<file path="src/rtl/latch_write_arbiter_if.sv">
// latch_write_arbiter_if: request/grant bus and shared latch-bank signals of the latch write
// arbiter. The master modport is the requester/latch-bank side and the slave modport is the arbiter.
interface latch_write_arbiter_if #(
  parameter int unsigned DW = 8
) ();
  logic [3:0]      req;
  logic [4*DW-1:0] wdata;
  logic [3:0]      gnt;
  logic [3:0]      done;
  logic            busy;
  logic            latch_e;
  logic [DW-1:0]   latch_d;
  logic [DW-1:0]   latch_q;
  logic            err;

  modport master (
    output req, wdata, latch_q,
    input  gnt, done, busy, latch_e, latch_d, err
  );

  modport slave (
    input  req, wdata, latch_q,
    output gnt, done, busy, latch_e, latch_d, err
  );
endinterface

</file>
<file path="src/rtl/latch_write_arbiter.sv">
// latch_write_arbiter: round-robin arbiter for four requesters that sequences each write into a
// shared D-latch bank as SETUP (1 cycle), ENABLE (EN_CYCLES cycles), HOLD (1 cycle), then IDLE.
// All outputs come straight from flops. Optional feature macro READBACK_CHECK_EN: when defined,
// latch_q is compared with latch_d during HOLD and a mismatch sets a sticky err; when undefined
// err is tied low and latch_q is ignored.
module latch_write_arbiter #(
  parameter int unsigned DW        = 8,
  parameter int unsigned EN_CYCLES = 2
) (
  input logic                  clk,
  input logic                  rst,
  latch_write_arbiter_if.slave bus
);

  typedef enum logic [1:0] {StIdle, StSetup, StEnable, StHold} state_e;

  state_e        state_q, state_d;
  logic [3:0]    gnt_q, gnt_d;
  logic [3:0]    done_q, done_d;
  logic [1:0]    ptr_q, ptr_d;
  logic [1:0]    win_q, win_d;
  logic [3:0]    cnt_q, cnt_d;
  logic [DW-1:0] ld_q, ld_d;
  logic          latch_e_q, latch_e_d;
  logic          busy_q, busy_d;

  logic [1:0]    rr_idx;
  logic [1:0]    pick;
  logic          pick_vld;

  // Round-robin search: first requester at or after ptr (mod 4) wins.
  always_comb begin
    rr_idx   = ptr_q;
    pick     = ptr_q;
    pick_vld = 1'b0;
    for (int i = 0; i < 4; i++) begin
      rr_idx = ptr_q + 2'(i);
      if (!pick_vld && bus.req[rr_idx]) begin
        pick     = rr_idx;
        pick_vld = 1'b1;
      end
    end
  end

  // Next-state and registered-output computation for the write sequence.
  always_comb begin
    state_d   = state_q;
    gnt_d     = gnt_q;
    done_d    = 4'b0000;
    ptr_d     = ptr_q;
    win_d     = win_q;
    cnt_d     = cnt_q;
    ld_d      = ld_q;
    latch_e_d = 1'b0;
    busy_d    = busy_q;

    unique case (state_q)
      StIdle: begin
        if (pick_vld) begin
          state_d = StSetup;
          win_d   = pick;
          gnt_d   = 4'b0001 << pick;
          ld_d    = bus.wdata[int'(pick)*DW +: DW];
          busy_d  = 1'b1;
        end
      end
      StSetup: begin
        state_d   = StEnable;
        cnt_d     = 4'd0;
        latch_e_d = 1'b1;
      end
      StEnable: begin
        if (cnt_q == 4'(EN_CYCLES - 1)) begin
          state_d = StHold;
          done_d  = gnt_q;
        end else begin
          cnt_d     = cnt_q + 4'd1;
          latch_e_d = 1'b1;
        end
      end
      StHold: begin
        state_d = StIdle;
        gnt_d   = 4'b0000;
        busy_d  = 1'b0;
        ptr_d   = win_q + 2'd1;
      end
      default: state_d = StIdle;
    endcase
  end

  // State and output registers; reset aborts any transaction immediately.
  always_ff @(posedge clk or posedge rst) begin
    if (rst) begin
      state_q   <= StIdle;
      gnt_q     <= 4'b0000;
      done_q    <= 4'b0000;
      ptr_q     <= 2'd0;
      win_q     <= 2'd0;
      cnt_q     <= 4'd0;
      ld_q      <= '0;
      latch_e_q <= 1'b0;
      busy_q    <= 1'b0;
    end else begin
      state_q   <= state_d;
      gnt_q     <= gnt_d;
      done_q    <= done_d;
      ptr_q     <= ptr_d;
      win_q     <= win_d;
      cnt_q     <= cnt_d;
      ld_q      <= ld_d;
      latch_e_q <= latch_e_d;
      busy_q    <= busy_d;
    end
  end

  assign bus.gnt     = gnt_q;
  assign bus.done    = done_q;
  assign bus.busy    = busy_q;
  assign bus.latch_e = latch_e_q;
  assign bus.latch_d = ld_q;

`ifdef READBACK_CHECK_EN
  logic err_q;

  // Sticky readback flag: the bank must reflect latch_d while it is held in HOLD.
  always_ff @(posedge clk or posedge rst) begin
    if (rst) begin
      err_q <= 1'b0;
    end else if (state_q == StHold && bus.latch_q != ld_q) begin
      err_q <= 1'b1;
    end
  end

  assign bus.err = err_q;
`else
  logic unused_latch_q;
  assign unused_latch_q = ^bus.latch_q;
  assign bus.err        = 1'b0;
`endif

endmodule

</file>
<file path="src/flat_wrapper.sv">
// flat-port wrapper written by rule: the top's interface ports become plain ports
module latch_write_arbiter_flat 
#(
  parameter int unsigned DW        = 8,
  parameter int unsigned EN_CYCLES = 2
)
  (clk, rst, bus_req, bus_wdata, bus_latch_q, bus_gnt, bus_done, bus_busy, bus_latch_e, bus_latch_d, bus_err);
  latch_write_arbiter_if #(.DW(DW)) bus_i ();
  input logic clk;
  input logic rst;
  input wire logic [$bits(bus_i.req)-1:0] bus_req;
  input wire logic [$bits(bus_i.wdata)-1:0] bus_wdata;
  input wire logic [$bits(bus_i.latch_q)-1:0] bus_latch_q;
  output wire logic [$bits(bus_i.gnt)-1:0] bus_gnt;
  output wire logic [$bits(bus_i.done)-1:0] bus_done;
  output wire logic [$bits(bus_i.busy)-1:0] bus_busy;
  output wire logic [$bits(bus_i.latch_e)-1:0] bus_latch_e;
  output wire logic [$bits(bus_i.latch_d)-1:0] bus_latch_d;
  output wire logic [$bits(bus_i.err)-1:0] bus_err;
  assign bus_i.req = bus_req;
  assign bus_i.wdata = bus_wdata;
  assign bus_i.latch_q = bus_latch_q;
  assign bus_gnt = bus_i.gnt;
  assign bus_done = bus_i.done;
  assign bus_busy = bus_i.busy;
  assign bus_latch_e = bus_i.latch_e;
  assign bus_latch_d = bus_i.latch_d;
  assign bus_err = bus_i.err;
  latch_write_arbiter #(.DW(DW), .EN_CYCLES(EN_CYCLES)) u_core (.clk(clk), .rst(rst), .bus(bus_i));
endmodule
</file>
<file path="config.mk">
export PLATFORM = sky130hd
export DESIGN_NAME = latch_write_arbiter_flat
export DESIGN_NICKNAME = d
export VERILOG_FILES = /design/src/rtl/latch_write_arbiter_if.sv /design/src/rtl/latch_write_arbiter.sv /design/src/flat_wrapper.sv
export SDC_FILE = /design/constraint.sdc
export NUM_CORES = 1
export LEC_CHECK = 0
export BUFFER_PORTS_ARGS = -buffer_cell sky130_fd_sc_hd__buf_2
export CORE_AREA = 2 2 62 64
export CTS_CLUSTER_DIAMETER = 120
export DETAILED_ROUTE_END_ITERATION = 6
export DIE_AREA = 0 0 64 66
export PLACE_DENSITY_LB_ADDON = 0.2
export RECOVER_POWER = 25
export SETUP_SLACK_MARGIN = 0.4
export SLEW_MARGIN = 10
export SYNTH_ARGS = -nofsm -noshare
export SYNTH_HDL_FRONTEND = slang
export SYNTH_SLANG_ARGS = --single-unit
</file>
<file path="constraint.sdc">
create_clock -name clk -period 2.5 [get_ports clk]
set_input_delay 0.125 -clock clk [delete_from_list [all_inputs] [get_ports clk]]
set_output_delay 0.125 -clock clk [all_outputs]
set_load 0.01 [all_outputs]
</file>
; ---- Yosys cells after proc, flatten, opt, wreduce, memory -nomap -nowiden
; Cells that the tools add are included.
[word_totals]
latchBits = 0
rom_bits = 0
ram_bits = 0
wordCells = 68
n_memories = 0
output_inout_bits = 19
reg_bits = 28
inputBits = 46
[op_classes]
mul = 0
addsub = 5
bitwise_logic = 0
n_div = 0
muxes = 28
reduce_logical = 13
eq_ne = 7
n_shift = 2
n_lt_le_gt_ge = 4
[op_table]
columns = op, count
row1 = variable part select 32 x 6 -> 8 bit, 1
row2 = two-way mux 4 bit, 4
row3 = one-hot mux 4 bit (2 select lines), 2
row4 = "< comparator 2 x 3 -> 1 bit, second input constant", 4
row5 = two-way mux 1 bit, 10
row6 = two-way mux 2 bit, 5
row7 = binary-select mux 1 bit (select 2 bit), 4
row8 = one-hot mux 2 bit (4 select lines), 1
row9 = AND reduction 2 bit, 4
row10 = "adder 2 x 1 -> 2 bit, second input constant", 2
row11 = "adder 2 bit, second input constant", 2
row12 = "adder 4 x 1 -> 4 bit, second input constant", 1
row13 = "equality test 2 bit, second input constant", 2
row14 = "equality test 4 x 1 -> 1 bit, second input constant", 1
row15 = "inequality test 2 x 1 -> 1 bit, second input constant", 2
row16 = one-hot mux 1 bit (2 select lines), 2
row17 = nonzero test 2 bit, 2
row18 = "<< shifter 1 x 2 -> 4 bit, first input constant", 1
row19 = logical AND 1 bit, 3
row20 = logical NOT 1 bit, 3
row21 = "equality test 2 x 1 -> 1 bit, second input constant", 1
row22 = logical NOT 2 bit, 1
row23 = "inequality test 2 bit, second input constant", 1

; ---- Longest topological paths before layout
[depth]
ltp_word = 15
ltp_mapped = 8
depth_no_buf = 7

; ---- Least setup slack after synthesis
; No wires, ideal clock.
[synth_path]
kind = register to register
startpoint = register u_core.ptr_q[1]
endpoint = register u_core.ld_q[0] (netlist: u_core.bus.latch_d[0])
stages_incl_launch_ff = 9
t_required_ns = 2.374
slack_ns = 0.372
t_arrival_ns = 2.002
path_cell_list = dfrtp_1 buf_6 and3b_1 or4_1 buf_6 nand2_4 buf_12 mux2_4 a221o_1
[synth_via]
elab_chain_cells = 13
[synth_lines]
columns = element, line
row1 = from (decl), latch_write_arbiter.sv:20  ; logic [1:0] ptr_q, ptr_d;
row2 = from (signal assigned), latch_write_arbiter.sv:107  ; ptr_q <= ptr_d;
row3 = "parallel branches: the longest is 13 deep, another holds adder 2 x 1 -> 2 bit", -
row4 = to (signal assigned), latch_write_arbiter.sv:110  ; ld_q <= ld_d;
row5 = to (decl), latch_write_arbiter.sv:23  ; logic [DW-1:0] ld_q, ld_d;
; Several ways; the timed one is not identified. The select of a mux whose other input is x is not followed.
; A chain may end at the register's enable or synchronous reset.

; ---- Worst setup path after layout
[layout_path]
startpoint = register u_core.ptr_q[1]
endpoint = register u_core.ld_q[2] (netlist: u_core.bus.latch_d[2])
; Same word-level chain as after synthesis.

==> impl_metrics.json <==
{
  "rsz0062_at_grt": "yes",
  "wire_per_inst_um": 14.36,
  "hpwlAfterDp_mm": 2.871,
  "fin_skew_ns": 0.001276,
  "io_pins": 65,
  "nets": 271,
  "setup_viol": 0,
  "area_growth_pct": 22.13,
  "yosysWarnings": 0,
  "path_delay_family": "simple AND/OR/NAND/NOR gates",
  "crit_type": "flip-flop to flip-flop",
  "synth_area_per_cell_um2": 10.28,
  "die_area_um2": 4224,
  "drv_slew": 0,
  "path_max_fanout": 7,
  "drt-initial-drc-count": 54,
  "drive_above_1_share": 0.3761,
  "min_path_type": "input port to flip-flop",
  "endpoint_kind": "flip-flop",
  "fin_hold_ws_ns": 0.1390,
  "status": "complete, no violations",
  "rr_worst_depth": 5,
  "clockBufferDepth": 2,
  "instances_no_fill": 266,
  "synth_cells": 160,
  "seqCellArea_um2": 701.9,
  "path_buf_inv": 0,
  "multi_input_area_um2": 845.8,
  "start_kind": "flip-flop",
  "clk_latency_ns": 0.32,
  "yosysSeqAreaShare": 0.4259,
  "die_w_um": 64,
  "layout_common_cells": "buf_2, dfrtp_1, o21ai_0, a21oi_1, nand3_1",
  "dp.cells": 257,
  "num_antenna_cells": 0,
  "crit_start": "u_core.ptr_q[1]$_DFFE_PP0P_",
  "ff2ff_setup_slack_ns": 0.43,
  "synth_edf_count": 0,
  "synthDistinctLibCells": 45,
  "rows": 22,
  "num_vias": 1444,
  "grt_pass1_vias": 1267,
  "drtPass1Iterations": 4,
  "cp.depth": 5,
  "core_um2": 3551,
  "async_flop_share": 1.000,
  "syn_area_um2": 1645,
  "r2r-start": "u_core.ptr_q[1]$_DFFE_PP0P_",
  "max_cap_violations": 0,
  "path_clk_slew_ns": 0.15,
  "viasPerCell": 5.429,
  "routed_wl_mm": 3.819,
  "die_h_um": 66,
  "power_w": 0.002216,
  "finalHoldViolations": 0,
  "grt-busiest-layer": "met2",
  "cts-buffers-inserted": 3,
  "crit_chain": "and3b_1 > or4_4 > nand2_2 > mux2_4 > a221o_1",
  "met3_usage": 0.02385,
  "cp.arrival_ns": 2.31,
  "grt_use_total": 0.1800,
  "synth_top_flop_cell": "dfrtp_1",
  "met1_usage": 0.2462,
  "gr-total-overflow": 0,
  "initial_core_util": 0.4634,
  "peakVddDrop_mv": 0.4537,
  "reg2reg_to": "u_core.bus.latch_d[2]$_DFFE_PP0P_",
  "place_congestion": 0.8163,
  "max_slew_margin": 0.02051,
  "grt_max_degree": 29,
  "worstMarginPinSlew_ns": 1.469,
  "layout_commonest_cell": "buf_2",
  "drc": 0,
  "finalCritPeriodShare": 0.8294,
  "grt_pass1_wl_mm": 5.975,
  "synth-seq-cells": 28,
  "cellPowerDensity_nw_per_um2": 1103,
  "synth_nets": 212,
  "grtUsageMet2": 0.2995,
  "cts.sink_count": 28,
  "critPathRequiredTime_ns": 2.73,
  "root_buffer": "clkbuf_4",
  "setup_tns_ns": 0,
  "crit_path_end": "u_core.bus.latch_d[2]$_DFFE_PP0P_",
  "cellLeakagePower_nw": 1.006,
  "fmax_mhz": 482.3,
  "antenna_left": 0,
  "slowest_stage": "or4_4",
  "antenna_found_initial": 0,
  "cp_slowest_stage_delay_ns": 0.49,
  "htreeDepth": 1,
  "cts_tree": "built",
  "fillers": 322,
  "io_buffer_count": 55,
  "min_period_ns": 2.073
}
## area by class of cell
| type | count | area share |
|---|---|---|
| clock buffers | 3 | 0.01121 |
| well taps | 48 | 0.02989 |
| multi-input cells | 118 | 0.4209 |
| inverters | 6 | 0.01121 |
| clock inverters | 1 | 0.01494 |
| flip-flops and latches | 28 | 0.3493 |
| repair buffers | 62 | 0.1625 |
## metal layers
metal	up-vias	share of wire	wire [um]
met5	-	0	0
met4	0	0.0052	20
met3	2	0.042	161
met2	38	0.50	1919
met1	709	0.45	1717
li1	695	-	-
## synth_stat cells (2+ instances only)
cell | count | area (um^2)
dfrtp_1 | 28 | 700.7
o21ai_0 | 16 | 80.08
a21oi_1 | 13 | 65.06
nand3_1 | 12 | 60.06
nor2_1 | 10 | 37.54
a221o_1 | 8 | 80.08
nand2_1 | 8 | 30.03
mux2_4 | 7 | 105.1
ha_1 | 6 | 75.07
inv_1 | 6 | 22.52
and2_1 | 5 | 31.28
buf_6 | 5 | 56.30
nor2b_1 | 2 | 12.51
o21a_1 | 2 | 15.01
xor2_1 | 2 | 17.52
## power breakdown
group,switching [W],internal [W]
Combinational,0.000624,0.000521
Clock,0.000137,0.000162
Sequential,0.000137,0.000635
Total,0.000897,0.00132
## worst min-delay path by stage
stage	from	to	slack, ns	depth (start not counted)
final	bus_wdata[13]	u_core.bus.latch_d[5]$_DFFE_PP0P_	0.14	3
after global routing	bus_wdata[31]	u_core.bus.latch_d[7]$_DFFE_PP0P_	0.13	3
after CTS	bus_wdata[13]	u_core.bus.latch_d[5]$_DFFE_PP0P_	0.13	3
after detailed placement	rst	u_core.bus.done[2]$_DFF_PP0_	0.21	3
after global placement	rst	u_core.bus.done[2]$_DFF_PP0_	0.20	3
after floorplan	rst	u_core.bus.busy$_DFFE_PP0P_	0.19	1
## registers in the layout, summed over array words and instances, names as in the netlist
register            count
u_core.win_q            2
u_core.state_q          2
u_core.bus.latch_e      1
u_core.bus.busy         1
u_core.ptr_q            2
u_core.bus.latch_d      8
u_core.cnt_q            4
u_core.bus.gnt          4
u_core.bus.done         4
## tightest hold or removal path: cells and delay by family
family / cells / cell delay (ns)
AOI/OAI and AO/OA: 1 / 0.13
buffers and inverters: 1 / 0.07
muxes: 1 / 0.11
## kinds of logic (layout without fill, tap and decap cells)
group,Yosys count,after routing,share of synthesized area
AO/OA/AOI/OAI,50,50,0.2008
AND/OR/NAND/NOR,48,49,0.1612
flip-flops,28,28,0.4259
buffers and inverters,15,72,0.07148
multiplexers,9,9,0.07681
adder cells (fa/ha/maj),6,6,0.04563
XOR/XNOR,3,3,0.01597
other,1,1,0.002279
## through the flow
stage	util	area, um^2	worst slack (ns)
after CTS	0.5603	1989	0.4246
after global routing	0.5659	2009	0.3564
after floorplan	-	1645	0.3715
after detailed placement	0.5374	1908	0.3361
after global placement	0.5374	1908	0.3475
final	0.5659	2009	0.4266
## timing repair
action                     4_1_cts  5_1_grt
pin swaps                        0        0
hold buffers                     1        0
setup buffers                    1        2
setup endpoints to repair        8        8
cloned                           1        0
gates resized for setup          2        1
hold endpoints to repair        28        0
No activity file was read; power rests on OpenSTA's default activity.
